### src/rtl/uart_fpga_pkg.sv
// Shared definitions for the UART FPGA TX path: FSM encodings, parity modes and
// the reset baud divisor helper.
package uart_fpga_pkg;

  typedef enum logic [2:0] {
    StIdle   = 3'd0,
    StStart  = 3'd1,
    StData   = 3'd2,
    StParity = 3'd3,
    StStop   = 3'd4
  } tx_state_e;

  localparam logic [1:0] ParityNone = 2'd0;
  localparam logic [1:0] ParityEven = 2'd1;
  localparam logic [1:0] ParityOdd  = 2'd2;

  localparam int unsigned DivWidth = 16;

  // Clamped to the same 2..65535 range the datapath accepts at run time.
  function automatic logic [DivWidth-1:0] reset_divisor(input int unsigned clk_hz,
                                                        input int unsigned baud);
    int unsigned div;
    div = (baud == 0) ? 2 : clk_hz / baud;
    if (div < 2) div = 2;
    if (div > 65535) div = 65535;
    return div[DivWidth-1:0];
  endfunction

endpackage

### src/rtl/uart_fpga_tx_fifo_if.sv
// Push/pop bundle between a UART datapath and its synchronous FIFO.
interface uart_fpga_tx_fifo_if #(
  parameter int unsigned Width = 8,
  parameter int unsigned Depth = 16
) ();
  localparam int unsigned LvlW = $clog2(Depth) + 1;

  logic             push;
  logic [Width-1:0] wdata;
  logic             ready;
  logic             pop;
  logic [Width-1:0] rdata;
  logic             empty;
  logic [LvlW-1:0]  level;

  modport master (output push, wdata, pop, input ready, rdata, empty, level);
  modport slave  (input push, wdata, pop, output ready, rdata, empty, level);
endinterface

### src/rtl/uart_fpga_sync_fifo.sv
// Synchronous show-ahead FIFO with registered full/empty/level; shared by TX and RX paths.
module uart_fpga_sync_fifo
  import uart_fpga_pkg::*;
#(
  parameter int unsigned Width = 8,
  parameter int unsigned Depth = 16
) (
  input  logic                clk_i,
  input  logic                rst_i,
  uart_fpga_tx_fifo_if.slave  fifo
);
  localparam int unsigned PtrW = $clog2(Depth);
  localparam int unsigned LvlW = PtrW + 1;

  logic [Width-1:0] mem_q [Depth];
  logic [PtrW-1:0]  wr_ptr_q, wr_ptr_d, rd_ptr_q, rd_ptr_d;
  logic [LvlW-1:0]  level_q, level_d;
  logic             full_q, full_d, empty_q, empty_d;
  logic             do_push, do_pop;

  // Acceptance is judged on registered flags, so a same-cycle pop never frees a full FIFO.
  always_comb begin
    do_push  = fifo.push && !full_q;
    do_pop   = fifo.pop && !empty_q;
    wr_ptr_d = wr_ptr_q;
    rd_ptr_d = rd_ptr_q;
    level_d  = level_q;
    if (do_push) wr_ptr_d = wr_ptr_q + 1'b1;
    if (do_pop) rd_ptr_d = rd_ptr_q + 1'b1;
    case ({do_push, do_pop})
      2'b10:   level_d = level_q + 1'b1;
      2'b01:   level_d = level_q - 1'b1;
      default: level_d = level_q;
    endcase
    full_d  = (level_d == LvlW'(Depth));
    empty_d = (level_d == '0);
  end

  always_ff @(posedge clk_i) begin
    if (rst_i) begin
      wr_ptr_q <= '0;
      rd_ptr_q <= '0;
      level_q  <= '0;
      full_q   <= 1'b0;
      empty_q  <= 1'b1;
    end else begin
      wr_ptr_q <= wr_ptr_d;
      rd_ptr_q <= rd_ptr_d;
      level_q  <= level_d;
      full_q   <= full_d;
      empty_q  <= empty_d;
    end
  end

  always_ff @(posedge clk_i) begin
    if (do_push) mem_q[wr_ptr_q] <= fifo.wdata;
  end

  assign fifo.ready = !full_q;
  assign fifo.empty = empty_q;
  assign fifo.level = level_q;
  assign fifo.rdata = mem_q[rd_ptr_q];

endmodule

### src/rtl/uart_fpga_tx_fifo.sv
// UART transmitter fed by a synchronous FIFO; frame config is latched at each start bit
// and frames drain back-to-back while words are queued.
module uart_fpga_tx_fifo
  import uart_fpga_pkg::*;
#(
  parameter int unsigned CLOCK_FREQUENCY          = 50000000,
  parameter int unsigned UART_BAUD_RATE           = 9600,
  parameter int unsigned NUM_OF_DATA_BITS_IN_PACK = 8,
  parameter int unsigned FIFO_DEPTH               = 16
) (
  input  logic                                IN_CLOCK,
  input  logic                                IN_RESET,
  input  logic                                IN_TX_VALID,
  input  logic [NUM_OF_DATA_BITS_IN_PACK-1:0] IN_TX_DATA,
  output logic                                OUT_TX_READY,
  input  logic [15:0]                         IN_BAUD_DIV,
  input  logic [1:0]                          IN_PARITY_MODE,
  input  logic                                IN_STOP_BITS,
  output logic                                OUT_TX_SERIAL,
  output logic                                OUT_TX_ACTIVE,
  output logic                                OUT_TX_DONE,
  output logic [$clog2(FIFO_DEPTH):0]         OUT_FIFO_LEVEL,
  output logic                                OUT_FIFO_EMPTY
);
  localparam int unsigned DataW   = NUM_OF_DATA_BITS_IN_PACK;
  localparam int unsigned BitIdxW = $clog2(DataW);
  localparam logic [DivWidth-1:0] ResetDiv = reset_divisor(CLOCK_FREQUENCY, UART_BAUD_RATE);

  uart_fpga_tx_fifo_if #(.Width(DataW), .Depth(FIFO_DEPTH)) fifo_bus ();

  uart_fpga_sync_fifo #(
    .Width (DataW),
    .Depth (FIFO_DEPTH)
  ) u_fifo (
    .clk_i (IN_CLOCK),
    .rst_i (IN_RESET),
    .fifo  (fifo_bus)
  );

  tx_state_e            state_q, state_d;
  logic [DivWidth-1:0]  cnt_q, cnt_d, div_q, div_d, eff_div;
  logic [DataW-1:0]     shift_q, shift_d;
  logic [BitIdxW-1:0]   bit_idx_q, bit_idx_d;
  logic                 parity_en_q, parity_en_d, parity_bit_q, parity_bit_d;
  logic                 stop2_q, stop2_d, stop_idx_q, stop_idx_d;
  logic                 serial_q, serial_d, active_q, active_d, done_q, done_d;
  logic                 bit_end, last_stop, load_frame, fifo_pop;

  assign fifo_bus.push  = IN_TX_VALID;
  assign fifo_bus.wdata = IN_TX_DATA;
  assign fifo_bus.pop   = fifo_pop;

  always_comb begin
    state_d      = state_q;
    cnt_d        = cnt_q + 1'b1;
    div_d        = div_q;
    shift_d      = shift_q;
    bit_idx_d    = bit_idx_q;
    parity_en_d  = parity_en_q;
    parity_bit_d = parity_bit_q;
    stop2_d      = stop2_q;
    stop_idx_d   = stop_idx_q;
    serial_d     = serial_q;
    active_d     = active_q;
    done_d       = 1'b0;
    load_frame   = 1'b0;
    fifo_pop     = 1'b0;
    eff_div      = (IN_BAUD_DIV < 16'd2) ? 16'd2 : IN_BAUD_DIV;
    bit_end      = (cnt_q == div_q - 1'b1);
    last_stop    = (stop_idx_q == stop2_q);
    if (bit_end) cnt_d = '0;

    case (state_q)
      StIdle: begin
        cnt_d    = '0;
        serial_d = 1'b1;
        active_d = 1'b0;
        if (!fifo_bus.empty) load_frame = 1'b1;
      end
      StStart: begin
        if (bit_end) begin
          state_d   = StData;
          serial_d  = shift_q[0];
          shift_d   = shift_q >> 1;
          bit_idx_d = '0;
        end
      end
      StData: begin
        if (bit_end) begin
          if (bit_idx_q == BitIdxW'(DataW - 1)) begin
            stop_idx_d = 1'b0;
            if (parity_en_q) begin
              state_d  = StParity;
              serial_d = parity_bit_q;
            end else begin
              state_d  = StStop;
              serial_d = 1'b1;
            end
          end else begin
            bit_idx_d = bit_idx_q + 1'b1;
            serial_d  = shift_q[0];
            shift_d   = shift_q >> 1;
          end
        end
      end
      StParity: begin
        if (bit_end) begin
          state_d    = StStop;
          serial_d   = 1'b1;
          stop_idx_d = 1'b0;
        end
      end
      StStop: begin
        // Raised one clock early so the registered pulse lands on the frame's last clock.
        if (last_stop && (cnt_q == div_q - 16'd2)) done_d = 1'b1;
        if (bit_end) begin
          if (!last_stop) begin
            stop_idx_d = 1'b1;
          end else if (!fifo_bus.empty) begin
            load_frame = 1'b1;
          end else begin
            state_d  = StIdle;
            serial_d = 1'b1;
            active_d = 1'b0;
          end
        end
      end
      default: begin
        state_d  = StIdle;
        cnt_d    = '0;
        serial_d = 1'b1;
        active_d = 1'b0;
      end
    endcase

    if (load_frame) begin
      fifo_pop     = 1'b1;
      shift_d      = fifo_bus.rdata;
      div_d        = eff_div;
      parity_en_d  = (IN_PARITY_MODE == ParityEven) || (IN_PARITY_MODE == ParityOdd);
      parity_bit_d = (^fifo_bus.rdata) ^ (IN_PARITY_MODE == ParityOdd);
      stop2_d      = IN_STOP_BITS;
      serial_d     = 1'b0;
      active_d     = 1'b1;
      state_d      = StStart;
      cnt_d        = '0;
    end
  end

  always_ff @(posedge IN_CLOCK) begin
    if (IN_RESET) begin
      state_q      <= StIdle;
      cnt_q        <= '0;
      div_q        <= ResetDiv;
      shift_q      <= '0;
      bit_idx_q    <= '0;
      parity_en_q  <= 1'b0;
      parity_bit_q <= 1'b0;
      stop2_q      <= 1'b0;
      stop_idx_q   <= 1'b0;
      serial_q     <= 1'b1;
      active_q     <= 1'b0;
      done_q       <= 1'b0;
    end else begin
      state_q      <= state_d;
      cnt_q        <= cnt_d;
      div_q        <= div_d;
      shift_q      <= shift_d;
      bit_idx_q    <= bit_idx_d;
      parity_en_q  <= parity_en_d;
      parity_bit_q <= parity_bit_d;
      stop2_q      <= stop2_d;
      stop_idx_q   <= stop_idx_d;
      serial_q     <= serial_d;
      active_q     <= active_d;
      done_q       <= done_d;
    end
  end

  assign OUT_TX_READY   = fifo_bus.ready;
  assign OUT_FIFO_LEVEL = fifo_bus.level;
  assign OUT_FIFO_EMPTY = fifo_bus.empty;
  assign OUT_TX_SERIAL  = serial_q;
  assign OUT_TX_ACTIVE  = active_q;
  assign OUT_TX_DONE    = done_q;

endmodule

### config.mk
export PLATFORM = sky130hd
export DESIGN_NAME = uart_fpga_tx_fifo
export DESIGN_NICKNAME = d
export VERILOG_FILES = /design/src/rtl/uart_fpga_pkg.sv /design/src/rtl/uart_fpga_tx_fifo_if.sv /design/src/rtl/uart_fpga_sync_fifo.sv /design/src/rtl/uart_fpga_tx_fifo.sv
export SDC_FILE = /design/constraint.sdc
export NUM_CORES = 1
export LEC_CHECK = 0
export ABC_AREA = 1
export CAP_MARGIN = 10
export CORE_MARGIN = 4
export CORE_UTILIZATION = 38
export DETAILED_ROUTE_END_ITERATION = 16
export PLACE_DENSITY = 0.6
export SYNTH_ARGS = -nofsm -noshare
export SYNTH_HDL_FRONTEND = slang
export SYNTH_SLANG_ARGS = --single-unit
### constraint.sdc
create_clock -name IN_CLOCK -period 3.1 [get_ports IN_CLOCK]
set_clock_uncertainty 0.15 [all_clocks]
set_input_delay 0.465 -clock IN_CLOCK [delete_from_list [all_inputs] [get_ports IN_CLOCK]]
set_output_delay 0.465 -clock IN_CLOCK [all_outputs]
set_load 0.03 [all_outputs]
==> metrics.csv, run 1 <==
stage;metric;value;unit
power_and_ir_drop;vdd_drop_max;0.4121;mV
detailed_routing;vias;6865;
clock_tree;insertion_delay;440;ps
global_routing;antenna_found_initial;0;
finish;stdcell_count;1378;
yosys;synth_mux_area_frac;0.03454;
finish;mostFrequentLayoutCells;nand2_1 (151), edfxtp_1 (128), inv_1 (115);
yosys;yosysSeqAreaShare;0.5700;
setup_path;rrSetupSlack;80;ps
yosys;synth_cell_type_count;42;
detailed_routing;first_pass_iters;5;
timing;finalCriticalPeriod;3020;ps
setup_path;max_stage_delay;330;ps
detailed_routing;wl_per_cell;15.73;um
finish;final_util;0.4647;
power_and_ir_drop;leakagePower;4.149;nW
clock_tree;cts_htree_levels;4;
setup_path;crit_top_cell;nand2_1;
global_routing;gr-usage-all-layers;0.1659;
floorplanning;num_io_pins;40;
timing;worst_pin_slew;678.6;ps
setup_path;critPathKind;reg -> reg;
yosys;synth_area_per_cell;9.510;um2
flow_run;maxCapViolations;0;
setup_path;endpoint_kind;flop;
finish;antenna_cells;0;
yosys;ys_async_sr_fraction;0;
yosys;ys_ff_latch;200;
timing;slew_viol_final;0;
global_routing;grt_max_degree;57;
yosys;synth_cells;975;
timing;fmax;0.3311;GHz
floorplanning;num_rows;56;
timing;rsz0062_at_grt;true;
floorplanning;die_h;164.2;um
detailed_routing;drc;0;
placed_design;portBuffers;39;
clock_tree;clock_path_buffers;2;
yosys;synthSimpleGateAreaFrac;0.1585;
clock_tree;hold_buffers;0;
setup_path;crit_arrival;3200;ps
timing;setup_violations;0;
setup_path;cpMaxStageDelayCell;dfxtp_2;
clock_tree;tritoncts;yes;
setup_path;worstPathMaxFanout;4;
status;status;finished clean;
yosys;synth-adder-area-share;0.01754;
global_routing;grt_overflow_total;0;
worst_hold_path;hp-class;reg -> reg;
placed_design;finalWeightedCongestion;0.9082;
setup_path;crit_family;simple AND/OR/NAND/NOR gates;
yosys;yosysWarnings;0;
setup_path;cp_data_required_time;3280;ps
timing;fin_crit_sh;0.9743;
clock_tree;cts.clk_slew.worst_paths;80;ps
power_and_ir_drop;power_density;809.3;nW/um2
setup_path;start_kind;flop;
floorplanning;die_area;26960;um2
finish;area_growth;19.03;%
timing;finalHoldViolations;0;
detailed_routing;postRouteWirelength;21.67;mm
yosys;synth_flop_cell;edfxtp_1;
detailed_routing;drtAntennaViolNets;0;
yosys;synth_compound_area_frac;0.1220;
clock_tree;numCtsBuffers;17;
floorplanning;fp.dieW;164.2;um
timing;max_slew_margin;0.5476;
finish;final_common_cell;nand2_1;
placed_design;dp_hpwl;15.16;mm
floorplanning;core_area;23750;um2
timing;setup_slack;79.77;ps
placed_design;place_ws;22.83;ps
detailed_routing;drtIter0Drc;516;
yosys;syn-num-nets;1018;
floorplanning;start_util;0.3904;
detailed_routing;vias_per_cell;4.982;
clock_tree;cts_sinks;200;
yosys;synth_top_family_by_area;simple AND/OR/NAND/NOR gates;
finish;final_layout_size_suffix_gt1_frac;0.1180;
finish;nets;1089;
global_routing;grt_pass1_vias;6678;
placed_design;placed_cells;1340;
yosys;synth_xor_area_frac;0.03265;
yosys;synth_edf_count;128;
yosys;syn_area;9273;um2
clock_tree;root_buffer;clkbuf_16;
global_routing;grt_pass1_wl;34.92;mm
finish;fillers;2215;
setup_path;crit_buf_inv;4;
## synthesized netlist by cell type (3+ instances only)
| master | instances | area, um2 |
|---|---|---|
| xnor2_1 | 9 | 78.83 |
| nor2_2 | 10 | 62.56 |
| nand2_2 | 4 | 25.02 |
| a31oi_1 | 3 | 18.77 |
| buf_1 | 3 | 11.26 |
| nor3_1 | 13 | 65.06 |
| clkbuf_1 | 20 | 75.07 |
| nor4_1 | 4 | 25.02 |
| buf_2 | 9 | 45.04 |
| nor3b_1 | 5 | 37.54 |
| edfxtp_1 | 128 | 3844 |
| ha_1 | 13 | 162.7 |
| o21ai_0 | 74 | 370.4 |
| mux2i_1 | 32 | 320.3 |
| inv_1 | 118 | 442.9 |
| nand4_1 | 9 | 56.30 |
| xor2_1 | 23 | 201.4 |
| o21a_1 | 4 | 30.03 |
| a21oi_1 | 66 | 330.3 |
| o211ai_1 | 34 | 255.2 |
| a22oi_1 | 7 | 52.55 |
| nand2_1 | 156 | 585.6 |
| nor2_1 | 93 | 349.1 |
| nand3_1 | 47 | 235.2 |
| inv_2 | 3 | 11.26 |
| dfxtp_1 | 72 | 1441 |
## path summary, 6_finish.rpt
kind,cells past startpoint,to,start
worst max-delay path,25,u_fifo.fifo.empty,div_q[1]
worst min-delay path,2,div_q[15],div_q[15]
worst max register to register,25,u_fifo.fifo.empty,div_q[1]
worst min register to register,2,div_q[15],div_q[15]
## flip-flops by register name, summed over array words and instances, names as in the netlist, 3 cells and up, named ones only
name and count:
bit_idx_q 3, cnt_q 16, div_q 16, shift_q 8, state_q 3, u_fifo.fifo.level 5
u_fifo.mem_q 128, u_fifo.rd_ptr_q 4, u_fifo.wr_ptr_q 4
## logic make-up (layout without fill, tap and decap cells)
kind of cell	count (synthesis)	count (layout)
flip-flops	200	200
buffers and inverters	155	239
XOR/XNOR	33	33
AO/OA/AOI/OAI	197	197
adder cells (fa/ha/maj)	13	13
AND/OR/NAND/NOR	345	345
multiplexers	32	32
## routing by layer
metal  vias to the layer above  track usage  wire, um
met1                      3238       0.2141      9817
li1                       3467            -         -
met5                         -            0         0
met3                        28      0.03036       742
met4                         0      0.04956       369
met2                       132       0.2844     10740
## power by group
part,internal (mW),total (mW),switching [mW]
clock,1.09,2.20,1.11
sequential,3.11,3.50,0.381
combinational,1.31,3.24,1.92
## layout make-up
cell class	count	area, um2	area share
flip-flops and latches	200	5295	0.4798
multi-input cells	620	3526	0.3195
repair buffers	85	752.0	0.06813
inverters	122	462.9	0.04195
clock buffers	17	425.4	0.03854
well taps	319	399.1	0.03616
clock inverters	15	176.4	0.01598
## metrics by stage
step / area (um2) / power, mW / hold slack (ps) / TNS, ps
detailed placement: 10240 / 6.506 / 304.1 / 0
CTS: 10840 / 8.711 / 315.9 / 0
global route: 11040 / 9.538 / 346.5 / -741.2
finish: 11040 / 8.933 / 313.2 / 0
floorplan: 9273 / 5.593 / 286.4 / 0
global placement: 10240 / 6.496 / 303.3 / 0
## worst register-to-register path: cells and delay by family, from the launching register on
kind | cells | cell delay (ps)
and+or+nand+nor | 17 | 1590
buffers and inverters | 4 | 360
DFF | 1 | 330
adders and majority gates | 2 | 320
AOI/OAI and AO/OA | 2 | 170
## repair_timing
action | CTS | global route
setup endpoints to repair | 1 | 47
resized for setup | 1 | 41
gates cloned | 0 | 0
pin swaps | 0 | 14
setup buffers | 0 | 6
Power figures use the tool's default switching activity.
==> inputs of run 2 (changes only) <==
--- a/config.mk
+++ b/config.mk
@@ -10,7 +10,7 @@
 export CORE_MARGIN = 4
 export CORE_UTILIZATION = 38
 export DETAILED_ROUTE_END_ITERATION = 16
-export PLACE_DENSITY = 0.6
+export PLACE_DENSITY = 0.58
 export SYNTH_ARGS = -nofsm -noshare
 export SYNTH_HDL_FRONTEND = slang
 export SYNTH_SLANG_ARGS = --single-unit
==> constraint.sdc (replaced) <==
create_clock -name IN_CLOCK -period 3 [get_ports IN_CLOCK]
set_clock_uncertainty 0.15 [all_clocks]
set_input_delay 0.45 -clock IN_CLOCK [delete_from_list [all_inputs] [get_ports IN_CLOCK]]
set_output_delay 0.45 -clock IN_CLOCK [all_outputs]
set_load 0.03 [all_outputs]
==> metrics.csv, run 2 (synthesis results as in run 1) <==
stage;metric;value;unit;change
global_routing;grt_pass1_vias;6451;;-3.4%
setup_path;max_stage_delay;330;ps;about the same
status;status;finished clean;;
clock_tree;cts.clk_slew.worst_paths;80;ps;about the same
clock_tree;insertion_delay;440;ps;about the same
detailed_routing;wl_per_cell;15.65;um;-0.47%
placed_design;place_area;10300;um2;+0.61%
finish;fin_area;11140;um2;+0.92%
clock_tree;clock_path_buffers;2;;unchanged
finish;area_growth;20.12;%;
setup_path;crit_arrival;3090;ps;-110 ps
finish;stdcell_count;1380;;+0.15%
floorplanning;core_area;23750;um2;unchanged
setup_path;start_kind;flop;;
clock_tree;tritoncts;yes;;
timing;slew_viol_final;0;;unchanged
detailed_routing;first_pass_iters;5;;unchanged
setup_path;crit_buf_inv;4;;unchanged
setup_path;cpMaxStageDelayCell;dfxtp_2;;
timing;worst_pin_slew;616.5;ps;-62.06 ps
setup_path;crit_top_cell;nand2_1;;
finish;largest_reg_flops;128;;unchanged
clock_tree;cts_htree_levels;4;;unchanged
power_and_ir_drop;power_density;845.4;nW/um2;+4.5%
power_and_ir_drop;vdd_drop_max;0.4349;mV;+5.5%
global_routing;gr-usage-all-layers;0.1632;;-0.002647
detailed_routing;vias;6857;;-0.12%
detailed_routing;drc;0;;unchanged
global_routing;grt_overflow_total;0;;unchanged
floorplanning;fp.dieW;164.2;um;unchanged
timing;fmax;0.3428;GHz;+3.5%
timing;setup_violations;0;;unchanged
power_and_ir_drop;finalPower;9.416;mW;+5.4%
setup_path;cp_data_required_time;3170;ps;-110 ps
detailed_routing;drtAntennaViolNets;0;;unchanged
flow_run;maxCapViolations;0;;unchanged
floorplanning;num_rows;56;;unchanged
floorplanning;die_h;164.2;um;unchanged
finish;top_regs;u_fifo.mem_q: 128 flops, cnt_q: 16 flops, div_q: 16 flops;;
detailed_routing;postRouteWirelength;21.60;mm;-0.32%
timing;rsz0062_at_grt;true;;
timing;max_slew_margin;0.5877;;+0.04009
timing;fin_hold_ws;307.6;ps;-5.637 ps
finish;antenna_cells;0;;unchanged
worst_hold_path;hp-class;reg -> reg;;
clock_tree;root_buffer;clkbuf_16;;
timing;fin_crit_sh;0.9725;;-0.001746
floorplanning;die_area;26960;um2;unchanged
setup_path;worstPathMaxFanout;5;;+1
setup_path;critPathKind;reg -> reg;;
finish;nets;1091;;+0.18%
global_routing;grt_pass1_wl;33.89;mm;-2.9%
timing;finalSetupTns;0;ps;unchanged
setup_path;crit_family;simple AND/OR/NAND/NOR gates;;
setup_path;endpoint_kind;flop;;
timing;finalCriticalPeriod;2918;ps;-102.7 ps
finish;final_util;0.4689;;+0.004267
detailed_routing;drtIter0Drc;528;;+2.3%
global_routing;grt_max_degree;46;;-19%
timing;setup_slack;82.44;ps;+2.666 ps
floorplanning;num_io_pins;40;;unchanged
global_routing;antenna_found_initial;0;;unchanged
placed_design;portBuffers;39;;unchanged
finish;final_layout_size_suffix_gt1_frac;0.1291;;+0.01109
finish;largest_register;u_fifo.mem_q;;
placed_design;place_ws;-40.00;ps;-62.82 ps
power_and_ir_drop;leakagePower;4.187;nW;+0.92%
placed_design;dp_hpwl;14.95;mm;-1.3%
detailed_routing;vias_per_cell;4.969;;-0.26%
floorplanning;start_util;0.3904;;unchanged
clock_tree;cts_sinks;200;;unchanged
placed_design;placed_cells;1345;;+0.37%
finish;final_common_cell;nand2_1;;
placed_design;finalWeightedCongestion;0.8994;;-0.97%
clock_tree;numCtsBuffers;17;;unchanged
finish;mostFrequentLayoutCells;nand2_1 (146), edfxtp_1 (128), inv_1 (111);;
timing;finalHoldViolations;0;;unchanged
==> run 2: cell types whose count changed in the layout (fill, tap and decap cells not counted), sizes merged <==
cell / change
clkinv: -5
clkinvlp: +1
buf: +1
clkbuf: +1
inv: +4
==> run 2: final timing paths <==
check / startpoint / to / slack [ps] / cells past startpoint
max: div_q[2] / u_fifo.fifo.empty / 80 / 25
max reg2reg: div_q[2] / u_fifo.fifo.empty / 80 / 25
min: stop_idx_q / stop_idx_q / 310 / 2
min reg2reg: stop_idx_q / stop_idx_q / 310 / 2
==> run 2: per-layer routing <==
layer	global-route usage	up-vias	share of wire
met5	0	-	0
met4	0.05528	0	0.020
met3	0.02735	30	0.035
met2	0.2726	120	0.49
met1	0.2157	3221	0.46
li1	-	3486	-
==> run 2: report_power, final <==
group | internal [mW] | switching [mW] | total [mW]
Combinational | 1.44 | 2.04 | 3.48
Clock | 1.15 | 1.18 | 2.34
Sequential | 3.22 | 0.380 | 3.60
Total | 5.81 | 3.61 | 9.42
==> run 2: what timing repair did <==
action                     CTS  global route
gates resized for setup     14            39
hold buffers                 0             0
cloned                       0             1
setup endpoints to repair    3            28
pin swaps                    6            25
setup buffers                0             2
==> run 2: cell type report <==
cell class	count	area, um2
Clock inverter	15	185.2
Multi-Input combinational cell	620	3551
Clock buffer	17	425.4
Inverter	122	460.4
Sequential cell	200	5295
Tap cell	319	399.1
Fill cell	2190	12610
Timing Repair Buffer	87	822.0
==> run 2: worst register-to-register path, cell delays in order, from the launching register on <==
cell,delay [ps]
dfxtp_2,330
buf_4,140
nor2_4,120
nand2_2,110
inv_1,60
nand2_1,40
nand2_1,80
nand2_1,60
nor2_1,80
nand3_1,120
nor2_1,120
nand4_1,140
nand2_2,150
buf_6,120
nand3_2,60
nand2_2,100
ha_4,140
a21oi_4,40
inv_2,70
nand2_2,60
o21ai_2,150
nand3_1,90
nand2_1,100
nand2_1,60
nand2_1,50
nand2_1,40
